--- src/rtl/multi_cycle_cu_pkg.sv ---
// Shared encodings for the multi-cycle MIPS control unit: FSM states, opcode/func
// fields, PC-select and ALU operation codes, and the decoded-instruction record.
package multi_cycle_cu_pkg;

    typedef enum logic [2:0] {
        S_IF   = 3'd0,
        S_ID   = 3'd1,
        S_EXE  = 3'd2,
        S_MEM  = 3'd3,
        S_WB   = 3'd4,
        S_HALT = 3'd5,
        S_ERR  = 3'd6
    } state_e;

    localparam logic [5:0] OP_RTYPE  = 6'b000000;
    localparam logic [5:0] OP_REGIMM = 6'b000001;
    localparam logic [5:0] OP_J      = 6'b000010;
    localparam logic [5:0] OP_BEQ    = 6'b000100;
    localparam logic [5:0] OP_BNE    = 6'b000101;
    localparam logic [5:0] OP_ADDIU  = 6'b001001;
    localparam logic [5:0] OP_SLTI   = 6'b001010;
    localparam logic [5:0] OP_ANDI   = 6'b001100;
    localparam logic [5:0] OP_ORI    = 6'b001101;
    localparam logic [5:0] OP_LW     = 6'b100011;
    localparam logic [5:0] OP_SW     = 6'b101011;
    localparam logic [5:0] OP_HALT   = 6'b111111;

    localparam logic [5:0] FN_SLL = 6'b000000;
    localparam logic [5:0] FN_ADD = 6'b100000;
    localparam logic [5:0] FN_SUB = 6'b100010;
    localparam logic [5:0] FN_AND = 6'b100100;
    localparam logic [5:0] FN_OR  = 6'b100101;
    localparam logic [5:0] FN_SLT = 6'b101010;

    localparam logic [1:0] PCSEL_PC4 = 2'b00;
    localparam logic [1:0] PCSEL_BR  = 2'b01;
    localparam logic [1:0] PCSEL_JMP = 2'b10;
    localparam logic [1:0] PCSEL_RSV = 2'b11;

    localparam logic [2:0] ALU_ADD = 3'd0;
    localparam logic [2:0] ALU_SUB = 3'd1;
    localparam logic [2:0] ALU_AND = 3'd2;
    localparam logic [2:0] ALU_OR  = 3'd3;
    localparam logic [2:0] ALU_SLT = 3'd4;
    localparam logic [2:0] ALU_SLL = 3'd5;

    typedef struct packed {
        logic       legal;
        logic       is_j;
        logic       is_halt;
        logic       is_branch;
        logic       is_lw;
        logic       is_sw;
        logic       reg_dst;
        logic       db;
        logic       alu_src_a;
        logic       alu_src_b;
        logic       ext_sel;
        logic [2:0] alu_op;
    } dec_t;

    // bltz shares the REGIMM opcode; rt is not visible here, so REGIMM means bltz.
    function automatic logic branch_taken(input logic [5:0] op, input logic zero,
                                          input logic sign);
        logic taken;
        case (op)
            OP_BEQ:    taken = zero;
            OP_BNE:    taken = ~zero;
            OP_REGIMM: taken = sign;
            default:   taken = 1'b0;
        endcase
        return taken;
    endfunction

endpackage

--- src/rtl/multi_cycle_cu_decode.sv ---
// Combinational Op/Func decode: legality, instruction class and datapath selects.
module cu_decode
    import multi_cycle_cu_pkg::*;
(
    input  logic [5:0] op,
    input  logic [5:0] func,
    output dec_t       dec
);

    // Instruction class and select decode
    always_comb begin
        dec         = '0;
        dec.alu_op  = ALU_ADD;
        dec.ext_sel = 1'b1;
        case (op)
            OP_RTYPE: begin
                dec.reg_dst = 1'b1;
                dec.legal   = 1'b1;
                case (func)
                    FN_ADD:  dec.alu_op = ALU_ADD;
                    FN_SUB:  dec.alu_op = ALU_SUB;
                    FN_AND:  dec.alu_op = ALU_AND;
                    FN_OR:   dec.alu_op = ALU_OR;
                    FN_SLT:  dec.alu_op = ALU_SLT;
                    FN_SLL: begin
                        dec.alu_op    = ALU_SLL;
                        dec.alu_src_a = 1'b1;
                    end
                    default: dec.legal = 1'b0;
                endcase
            end
            OP_ADDIU: begin
                dec.legal     = 1'b1;
                dec.alu_src_b = 1'b1;
            end
            OP_SLTI: begin
                dec.legal     = 1'b1;
                dec.alu_src_b = 1'b1;
                dec.alu_op    = ALU_SLT;
            end
            // Logical immediates are zero-extended
            OP_ANDI: begin
                dec.legal     = 1'b1;
                dec.alu_src_b = 1'b1;
                dec.ext_sel   = 1'b0;
                dec.alu_op    = ALU_AND;
            end
            OP_ORI: begin
                dec.legal     = 1'b1;
                dec.alu_src_b = 1'b1;
                dec.ext_sel   = 1'b0;
                dec.alu_op    = ALU_OR;
            end
            OP_LW: begin
                dec.legal     = 1'b1;
                dec.is_lw     = 1'b1;
                dec.alu_src_b = 1'b1;
                dec.db        = 1'b1;
            end
            OP_SW: begin
                dec.legal     = 1'b1;
                dec.is_sw     = 1'b1;
                dec.alu_src_b = 1'b1;
            end
            OP_BEQ, OP_BNE, OP_REGIMM: begin
                dec.legal     = 1'b1;
                dec.is_branch = 1'b1;
                dec.alu_op    = ALU_SUB;
            end
            OP_J: begin
                dec.legal = 1'b1;
                dec.is_j  = 1'b1;
            end
            OP_HALT: begin
                dec.legal   = 1'b1;
                dec.is_halt = 1'b1;
            end
            default: dec.legal = 1'b0;
        endcase
    end

endmodule

--- src/rtl/multi_cycle_cu.sv ---
// Multi-cycle MIPS control unit: IF/ID/EXE/MEM/WB sequencer with memory-wait
// timeout, terminal HALT/ERR states and a saturating retired-instruction counter.
module multi_cycle_cu
    import multi_cycle_cu_pkg::*;
#(
    parameter int ALUOP_W  = 3,
    parameter int WAIT_MAX = 15,
    parameter int CNT_W    = 16
) (
    input  logic               clk,
    input  logic               RST,
    input  logic [5:0]         Op,
    input  logic [5:0]         Func,
    input  logic               ZERO,
    input  logic               SIGN,
    input  logic               imem_ack,
    input  logic               dmem_ack,
    output logic               imem_req,
    output logic               dmem_req,
    output logic               dmem_we,
    output logic               IRWr,
    output logic               PCWr,
    output logic [1:0]         PCSel,
    output logic               RegWr,
    output logic               RegDst,
    output logic               DB,
    output logic               ALUScrA,
    output logic               ALUScrB,
    output logic               ExtSel,
    output logic [ALUOP_W-1:0] ALUop,
    output logic [2:0]         state,
    output logic               halted,
    output logic               error,
    output logic [CNT_W-1:0]   retired
);

    localparam int WAIT_W = $clog2(WAIT_MAX + 1);
    localparam logic [WAIT_W-1:0] WAIT_LAST = WAIT_W'(WAIT_MAX - 1);

    state_e             state_q, state_d;
    logic [WAIT_W-1:0]  wait_q, wait_d;
    logic [CNT_W-1:0]   retired_q, retired_d;
    dec_t               dec_s;

    cu_decode u_decode (
        .op   (Op),
        .func (Func),
        .dec  (dec_s)
    );

    // Next state, wait counting and strobes; strobes are held low while RST is asserted
    always_comb begin
        state_d  = state_q;
        wait_d   = '0;
        imem_req = 1'b0;
        dmem_req = 1'b0;
        dmem_we  = 1'b0;
        IRWr     = 1'b0;
        PCWr     = 1'b0;
        PCSel    = PCSEL_PC4;
        RegWr    = 1'b0;
        if (RST) begin
            case (state_q)
                S_IF: begin
                    imem_req = 1'b1;
                    if (imem_ack) begin
                        IRWr    = 1'b1;
                        state_d = S_ID;
                    end else if (wait_q == WAIT_LAST) begin
                        state_d = S_ERR;
                    end else begin
                        wait_d = wait_q + WAIT_W'(1);
                    end
                end
                S_ID: begin
                    if (dec_s.is_halt) begin
                        state_d = S_HALT;
                    end else if (dec_s.is_j) begin
                        PCWr    = 1'b1;
                        PCSel   = PCSEL_JMP;
                        state_d = S_IF;
                    end else if (!dec_s.legal) begin
                        state_d = S_ERR;
                    end else begin
                        state_d = S_EXE;
                    end
                end
                S_EXE: begin
                    if (dec_s.is_branch) begin
                        PCWr    = 1'b1;
                        PCSel   = branch_taken(Op, ZERO, SIGN) ? PCSEL_BR : PCSEL_PC4;
                        state_d = S_IF;
                    end else if (dec_s.is_lw || dec_s.is_sw) begin
                        state_d = S_MEM;
                    end else begin
                        state_d = S_WB;
                    end
                end
                S_MEM: begin
                    dmem_req = 1'b1;
                    dmem_we  = dec_s.is_sw;
                    if (dmem_ack) begin
                        PCWr    = dec_s.is_sw;
                        state_d = dec_s.is_sw ? S_IF : S_WB;
                    end else if (wait_q == WAIT_LAST) begin
                        state_d = S_ERR;
                    end else begin
                        wait_d = wait_q + WAIT_W'(1);
                    end
                end
                S_WB: begin
                    RegWr   = 1'b1;
                    PCWr    = 1'b1;
                    state_d = S_IF;
                end
                S_HALT:  state_d = S_HALT;
                S_ERR:   state_d = S_ERR;
                default: state_d = S_ERR;
            endcase
        end else begin
            state_d = S_IF;
        end
    end

    // Saturating count of PC updates
    always_comb begin
        if (PCWr && (retired_q != {CNT_W{1'b1}})) begin
            retired_d = retired_q + CNT_W'(1);
        end else begin
            retired_d = retired_q;
        end
    end

    // State, wait and retired registers
    always_ff @(posedge clk or negedge RST) begin
        if (!RST) begin
            state_q   <= S_IF;
            wait_q    <= '0;
            retired_q <= '0;
        end else begin
            state_q   <= state_d;
            wait_q    <= wait_d;
            retired_q <= retired_d;
        end
    end

    assign RegDst  = dec_s.reg_dst;
    assign DB      = dec_s.db;
    assign ALUScrA = dec_s.alu_src_a;
    assign ALUScrB = dec_s.alu_src_b;
    assign ExtSel  = dec_s.ext_sel;
    assign ALUop   = ALUOP_W'(dec_s.alu_op);
    assign state   = state_q;
    assign halted  = (state_q == S_HALT);
    assign error   = (state_q == S_ERR);
    assign retired = retired_q;

endmodule

--- config.mk ---
export PLATFORM = sky130hd
export DESIGN_NAME = multi_cycle_cu
export DESIGN_NICKNAME = d
export VERILOG_FILES = /design/src/rtl/multi_cycle_cu_pkg.sv /design/src/rtl/multi_cycle_cu_decode.sv /design/src/rtl/multi_cycle_cu.sv
export SDC_FILE = /design/constraint.sdc
export NUM_CORES = 1
export LEC_CHECK = 0
export ABC_AREA = 1
export CAP_MARGIN = 20
export CORE_MARGIN = 4
export CORE_UTILIZATION = 42
export DETAILED_ROUTE_END_ITERATION = 16
export PLACE_DENSITY = 0.69
export SETUP_SLACK_MARGIN = 0.3
export SLEW_MARGIN = 10
export SYNTH_ARGS = -nofsm -noshare
export SYNTH_HDL_FRONTEND = slang
export SYNTH_SLANG_ARGS = --single-unit
--- constraint.sdc ---
create_clock -name clk -period 1.8 [get_ports clk]
set_clock_uncertainty 0.1 [all_clocks]
set_input_delay 0.36 -clock clk [delete_from_list [all_inputs] [get_ports clk]]
set_output_delay 0.36 -clock clk [all_outputs]
set_load 0.05 [all_outputs]
==> results of run 1 <==
kinds of logic (layout without fill, tap and decap cells):
group,count (synthesis),in the layout,share of synthesized area (%)
simple gates,207,208,52.8
compound gates,13,13,3.58
flops,23,23,29.4
buf+inv,41,181,8.64
xor+xnor,8,8,3.58
fa+ha+maj,3,3,1.92
layout by cell type, fill, tap and decap left out, types with 2 or more instances in the layout:
cell / synthesis / routed
inv_4: 0 / 4
o21ai_4: 0 / 2
nor3_4: 0 / 5
clkdlybuf4s50_1: 0 / 3
nor2_1: 41 / 16
buf_6: 1 / 34
inv_1: 31 / 18
nand2_4: 0 / 5
nor3_2: 1 / 2
clkbuf_2: 0 / 2
nand3_2: 4 / 11
nand4_4: 1 / 2
buf_4: 1 / 59
inv_2: 3 / 10
nand3b_1: 2 / 2
o21ai_1: 0 / 2
ha_1: 3 / 2
dfrtp_1: 23 / 11
xnor2_1: 3 / 2
o21ai_0: 8 / 4
clkdlybuf4s15_1: 0 / 3
nor2_2: 5 / 10
nor2_4: 2 / 22
clkbuf_8: 0 / 3
buf_12: 0 / 37
nand2_1: 84 / 59
nand2_2: 1 / 21
nand4_1: 29 / 29
xor2_1: 5 / 5
nand3_1: 24 / 10
nand3_4: 2 / 10
dfrtp_2: 0 / 11
worst register-to-register path, delay by kind of cell (launching register included):
family / cells / cell delay (ns)
fa+ha+maj: 1 / 0.18
buf+inv: 1 / 0.17
flops: 1 / 0.41
simple gates: 7 / 0.92
registers in the layout (all words and copies together), names as in the netlist:
| name | cells |
|---|---|
| retired | 16 |
| state | 3 |
| wait_q | 4 |
what timing repair did:
item	in CTS	in global routing
cloned	1	1
resized for setup	118	68
setup buffers	31	11
pin swaps	37	29
endpoints found under the setup margin	43	47
synth_stat cells, drive strengths merged (2+ instances only):
cell type,number
a21oi,2
a31oi,2
buf,5
dfrtp,23
ha,3
inv,34
nand2,85
nand3,30
nand3b,2
nand4,31
nor2,49
nor3,7
o21ai,8
xnor2,3
xor2,5
area by class of cell:
type / count / area [um2] / share of cell area (%)
Inverter: 35 / 166 / 3.86
Clock buffer: 4 / 45.0 / 1.05
Timing Repair Buffer: 142 / 1680 / 39.0
Sequential cell: 23 / 593 / 13.8
Tap cell: 52 / 65.1 / 1.51
Multi-Input combinational cell: 232 / 1760 / 40.8
layer usage:
layer | wire length, um | part of all wire, %
met1 | 4200 | 33
met2 | 6050 | 48
met3 | 1250 | 9.9
met4 | 1090 | 8.7
met5 | 0 | 0
through the flow:
stage          utilization (%)  power, mW  setup TNS [ns]  std cells  worst slack, ns
6_report                  96.9       2.47           -2.78        488           -0.256
2_1_floorplan                -       1.21          -0.600        295           -0.159
3_5_place_dp              77.5       1.67          -12.21        440           -0.520
3_3_place_gp              77.5       1.64          -11.31        440           -0.496
4_1_cts                   90.8       2.21           -1.01        476           -0.166
5_1_grt                   96.9       2.53           -3.58        488           -0.287
where the power goes:
part	internal, mW	switching, mW	leakage, nW
clock network	0.159	0.199	0.0228
logic	0.643	0.807	1.68
registers	0.570	0.0927	0.297
total	1.37	1.10	2.00
how the worst min path moves through the flow:
stage / slack, ns / to / start / depth (start not counted)
global placement: 0.35 / wait_q[2]$_DFF_PN0_ / RST / 2
global route: 0.09 / wait_q[2]$_DFF_PN0_ / RST / 2
finish: 0.09 / wait_q[2]$_DFF_PN0_ / RST / 2
detailed placement: 0.35 / wait_q[2]$_DFF_PN0_ / RST / 2
floorplan: -0.04 / retired[0]$_DFFE_PN0P_ / RST / 0
CTS: 0.08 / wait_q[2]$_DFF_PN0_ / RST / 2
==> run_results.csv, run 1 <==
group,metric,value,unit
run_status,outcome,"finished with violations",
run_status,violations,"setup timing",
synthesis,syn_avg_cell_area,6.63,um2
finish,syn_to_final_growth,120,%
worst_setup_path,path_cells,"buf_6 > nor2_4 > nand3_2 > nor2_4 > buf_12",
finish,fillers,86,
synthesis,synthTopCellsByArea,"dfrtp_1 (29%), nand2_1 (16%), nand4_1 (9.3%)",
synthesis,ys_warn_count,0,
global_route,grt_usage,30.4,%
finish,drive_above_1_share,60.6,%
power,powerDensity,574,mW/mm2
clock_tree,clk_latency,0.28,ns
routing,drt_iter0_drc,561,
worst_setup_path,startpoint,"state[1]$_DFF_PN0_",
sta,fin_crit_sh,114,%
clock_tree,clock_path_buffers,2,
synthesis,synth_top_cell_area_share,29.4,%
global_route,use_met2,56.2,%
synthesis,syn_area,0.00196,mm2
worst_setup_path,r2r-start,"retired[0]$_DFFE_PN0P_",
global_route,grt_max_degree,32,
synthesis,synth_area_leader_cell,"dfrtp_1",
floorplanning,io_pins,55,
routing,drt-wirelength-per-cell,25.8,um
placed_design,dpl_cell_area,0.00345,mm2
worst_setup_path,cpMaxStageDelayCell,"dfrtp_4",
clock_tree,cts_sinks,23,
worst_setup_path,crit_type,"reg2out",
clock_tree,cts_made_buffers,3,
finish,n_antenna_cell,0,
min_path,hp-class,"in2async",
floorplanning,core_area,0.00444,mm2
floorplanning,start_util,44.0,%
global_route,grtUsageMet3,4.85,%
placed_design,dp_hpwl,4.77,mm
routing,drtAntennaViolNets,0,
synthesis,syn-instance-count,295,
synthesis,synth_fp_nets,316,
floorplanning,num_rows,24,
routing,routed_wl,12.6,mm
worst_setup_path,path_buf_inv,2,
global_route,antenna_found_initial,0,
global_route,busiest_layer,"met2",
placed_design,port_buffers,54,
synthesis,ys_seq_area_share,29.4,%
global_route,grt_pass1_wl,14.5,mm
synthesis,synth-main-ff-cell,"dfrtp_1",
worst_setup_path,cp.depth,5,
worst_setup_path,reg2reg_depth,9,
worst_setup_path,cp_max_fo,5,
sta,layout_min_cycle_time,2.06,ns
sta,finalHoldViolCount,0,
finish,final_cell_area,0.00431,mm2
routing,drc,0,
sta,tightest_slew,0.377,ns
synthesis,synth_cell_types,33,
clock_tree,htreeDepth,1,
synthesis,synthArstFlopShare,100,%
clock_tree,cts-root-buf,"clkbuf_8",
placed_design,gp_congestion,0.812,
worst_setup_path,worstPathArrival,1.60,ns
global_route,grtUsageMet1,35.1,%
worst_setup_path,cp-start-kind,"flip-flop",
floorplanning,dieWidth,76.2,um
sta,finalSetupViolCount,24,
sta,finalWorstSetupSlack,-0.256,ns
floorplanning,die-area,0.00581,mm2
synthesis,synth-seq-cells,23,
sta,slew_viol_final,0,
worst_setup_path,reg2reg_setup_slack,-0.10,ns
sta,rsz0062_at_grt,"true",
worst_setup_path,setup.worst_path.end_class,"primary output",
clock_tree,cts_tree,"yes",
floorplanning,fp.dieH,76.2,um
synthesis,synth_edf_count,0,
worst_setup_path,rr_endpoint,"retired[12]$_DFFE_PN0P_",
finish,final_nets,458,
clock_tree,holdBufCountCts,0,
worst_setup_path,crit_family,"flip-flops",
power,p_leak,2.00,nW
worst_setup_path,endpoint,"IRWr",
routing,num_vias,3223,
global_route,grt_overflow_total,0,
worst_setup_path,crit_required,1.34,ns
sta,slew_headroom,74.8,%
flow_run,cap_violations,0,
routing,via_per_inst,6.60,
sta,fmax,486,MHz
routing,drtPass1Iterations,9,
power,ir_drop,0.954,mV
global_route,grt_pass1_vias,2877,
clock_tree,clkTransAtPathRegs,0.09,ns
sta,whs,0.0930,ns
worst_setup_path,max_stage_delay,0.56,ns
worst_setup_path,crit_top_cell,"nor2_4",
(Power assumes the default switching activity.)
==> inputs of run 2 (changes only) <==
ABC_CLOCK_PERIOD_IN_PS = 1800   (was not set)
HOLD_SLACK_MARGIN = 0.08   (was not set)
==> results of run 2 <==
Final layout, timing and power as in run 1 (identical DEF).
==> inputs of run 3 (changes only) <==
CAP_MARGIN = 0   (was 20)
PLACE_DENSITY = 0.68   (was 0.69)
SKIP_CTS_REPAIR_TIMING = 1   (was not set)
SYNTH_HIERARCHICAL = 1   (was not set)
==> run 3 against run 2 <==
Net effect: the run still ends with setup timing left; utilization fell by 8.0 points; sequential power shrank 2%; power is 6.1% lower; register-to-register slack gained 0.21 ns; via count is 16% lower; final area down 8.2%; routed wire length shrank 38%; clock power decreased by 3%; worst hold slack got worse by 0.043 ns; maximum frequency is 1.9% higher; critical path type is now in2out; critical endpoint is now PCWr.
==> run_results.csv, run 3 <==
group,metric,value,unit
synthesis,syn_avg_cell_area,6.24,um2
global_route,grt_overflow_total,0,
clock_tree,htreeDepth,1,
worst_setup_path,crit_type,"in2out",
floorplanning,num_rows,24,
clock_tree,cts_sinks,23,
synthesis,synth_cell_types,27,
flow_run,cap_violations,0,
finish,fillers,222,
synthesis,ys_warn_count,6,
worst_setup_path,max_stage_delay,0.16,ns
run_status,violations,"setup timing",
power,powerDensity,587,mW/mm2
sta,fin_crit_sh,112,%
clock_tree,cts_tree,"yes",
sta,finalWorstSetupSlack,-0.218,ns
routing,via_per_inst,5.52,
routing,drt_iter0_drc,274,
placed_design,port_buffers,54,
worst_setup_path,path_buf_inv,4,
synthesis,ys_seq_area_share,29.2,%
routing,drt-wirelength-per-cell,15.9,um
power,ir_drop,0.649,mV
worst_setup_path,reg2reg_setup_slack,0.11,ns
worst_setup_path,setup.worst_path.end_class,"primary output",
synthesis,synth-seq-cells,23,
finish,final_cell_mix,"nand2_1 (81), buf_4 (57), nand3_1 (34)",
synthesis,synth-main-ff-cell,"dfrtp_1",
synthesis,syn_area,0.00197,mm2
worst_setup_path,worstPathArrival,1.56,ns
finish,largest_reg_flops,16,
worst_setup_path,cp-start-kind,"input port",
clock_tree,clk_latency,0.27,ns
placed_design,dp_hpwl,5.17,mm
routing,dr.max_layer_used,"met4",
synthesis,synthArstFlopShare,100,%
finish,multi_input_comb_area,0.00163,mm2
routing,drtPass1Iterations,5,
placed_design,place_ws,-0.642,ns
finish,n_antenna_cell,0,
floorplanning,dieWidth,76.5,um
global_route,grt_usage,21.3,%
finish,regArea,597,um2
placed_design,dpl_cell_area,0.00346,mm2
finish,final_nets,459,
finish,drive_above_1_share,49.9,%
worst_setup_path,crit_family,"simple AND/OR/NAND/NOR gates",
synthesis,syn-instance-count,316,
floorplanning,die-area,0.00586,mm2
routing,num_vias,2699,
routing,wl_met1,3.21,mm
sta,layout_min_cycle_time,2.02,ns
placed_design,gp_congestion,0.943,
routing,drc,0,
finish,final_cell_area,0.00395,mm2
floorplanning,io_pins,55,
power,p_leak,1.93,nW
sta,rsz0062_at_grt,"true",
clock_tree,cts-root-buf,"clkbuf_8",
synthesis,synth_common_cells,"nand2_1 (94), nor2_1 (49), nand3_1 (48), inv_1 (39), dfrtp_1 (23)",
clock_tree,clock_path_buffers,2,
routing,drtAntennaViolNets,0,
global_route,grt_max_degree,26,
synthesis,synth_fp_nets,337,
sta,finalHoldViolCount,0,
worst_setup_path,crit_top_cell,"nor2_4",
sta,finalSetupViolCount,14,
clock_tree,clkTransAtPathRegs,0.09,ns
routing,dr_wl_met3,499,um
sta,slew_viol_final,0,
worst_setup_path,path_cells,"buf_8 > buf_6 > nor2_4 > nand3_2 > inv_2 > nand4_1 > nand2_2 > nor2_4 > nor2_8 > buf_12",
synthesis,synth.most_common_cell,"nand2_1",
clock_tree,cts_made_buffers,3,
worst_setup_path,cp_max_fo,5,
floorplanning,core_area,0.00444,mm2
sta,slew_headroom,74.4,%
finish,final_common_cell,"nand2_1",
routing,routed_wl,7.77,mm
worst_setup_path,crit_required,1.34,ns
synthesis,synthTopCellsByArea,"dfrtp_1 (29%), nand2_1 (18%), nand3_1 (12%)",
worst_setup_path,cpMaxStageDelayCell,"nor2_4",
synthesis,synth_top_cell_area_share,29.2,%
min_path,hp-class,"in2async",
floorplanning,start_util,44.4,%
routing,wl_met2,3.89,mm
floorplanning,fp.dieH,76.5,um
global_route,grt_pass1_vias,2305,
sta,fmax,496,MHz
synthesis,synth_area_leader_cell,"dfrtp_1",
synthesis,synth_edf_count,0,
global_route,grt_pass1_wl,10.5,mm
finish,syn_to_final_growth,100,%
sta,tightest_slew,0.384,ns
run_status,outcome,"finished with violations",
global_route,antenna_found_initial,0,
==> run 3: through the flow <==
| stage | total power [mW] | hold slack [ns] | util [%] | setup TNS (ns) | instances |
|---|---|---|---|---|---|
| floorplan | 1.23 | -0.0356 | - | 0 | 316 |
| global placement | 1.75 | 0.382 | 77.8 | -15.49 | 464 |
| detailed placement | 1.78 | 0.395 | 77.8 | -16.79 | 464 |
| CTS | 2.12 | 0.402 | 78.9 | -11.24 | 468 |
| global route | 2.43 | 0.0868 | 88.9 | -2.09 | 489 |
| finish | 2.32 | 0.0501 | 88.9 | -1.17 | 489 |
==> run 3: final cells by class <==
class,count,share of cell area [%]
inverter,43,4.56
tap,52,1.65
timing repair buffer,120,36.3
clock inverter,1,0.190
multi-input combinational,247,41.1
clock buffer,3,1.04
sequential,23,15.1
==> run 3: final timing paths <==
| kind | start | endpoint | cells after the start |
|---|---|---|---|
| max | Op[5] | PCWr | 10 |
| max in group asynchronous | RST | state[1]$_DFF_PN0_ | 2 |
| min in group clk | wait_q[0]$_DFF_PN0_ | wait_q[0]$_DFF_PN0_ | 1 |
| min | RST | retired[15]$_DFFE_PN0P_ | 2 |
| min reg2reg | wait_q[0]$_DFF_PN0_ | wait_q[0]$_DFF_PN0_ | 1 |
| max reg2reg | state[1]$_DFF_PN0_ | retired[11]$_DFFE_PN0P_ | 8 |
==> run 3: where the power goes <==
group	internal (mW)	leakage, nW	switching (mW)
combinational	0.606	1.62	0.716
sequential	0.577	0.295	0.0763
clock	0.157	0.0217	0.189
total	1.34	1.93	0.981
==> run 3: per-layer routing <==
layer | vias up | track usage, %
met2 | 150 | 35.5
met5 | - | 0
met4 | 0 | 3.62
met3 | 24 | 3.31
li1 | 1266 | -
met1 | 1259 | 29.6
==> run 3: logic make-up after synthesis <==
group / after synthesis / synth area share (%)
AND/OR/NAND/NOR: 219 / 50.6
buffers and inverters: 48 / 10.2
flip-flops: 23 / 29.2
AO/OA/AOI/OAI: 14 / 4.12
XOR/XNOR: 9 / 4.00
adder cells (fa/ha/maj): 3 / 1.90
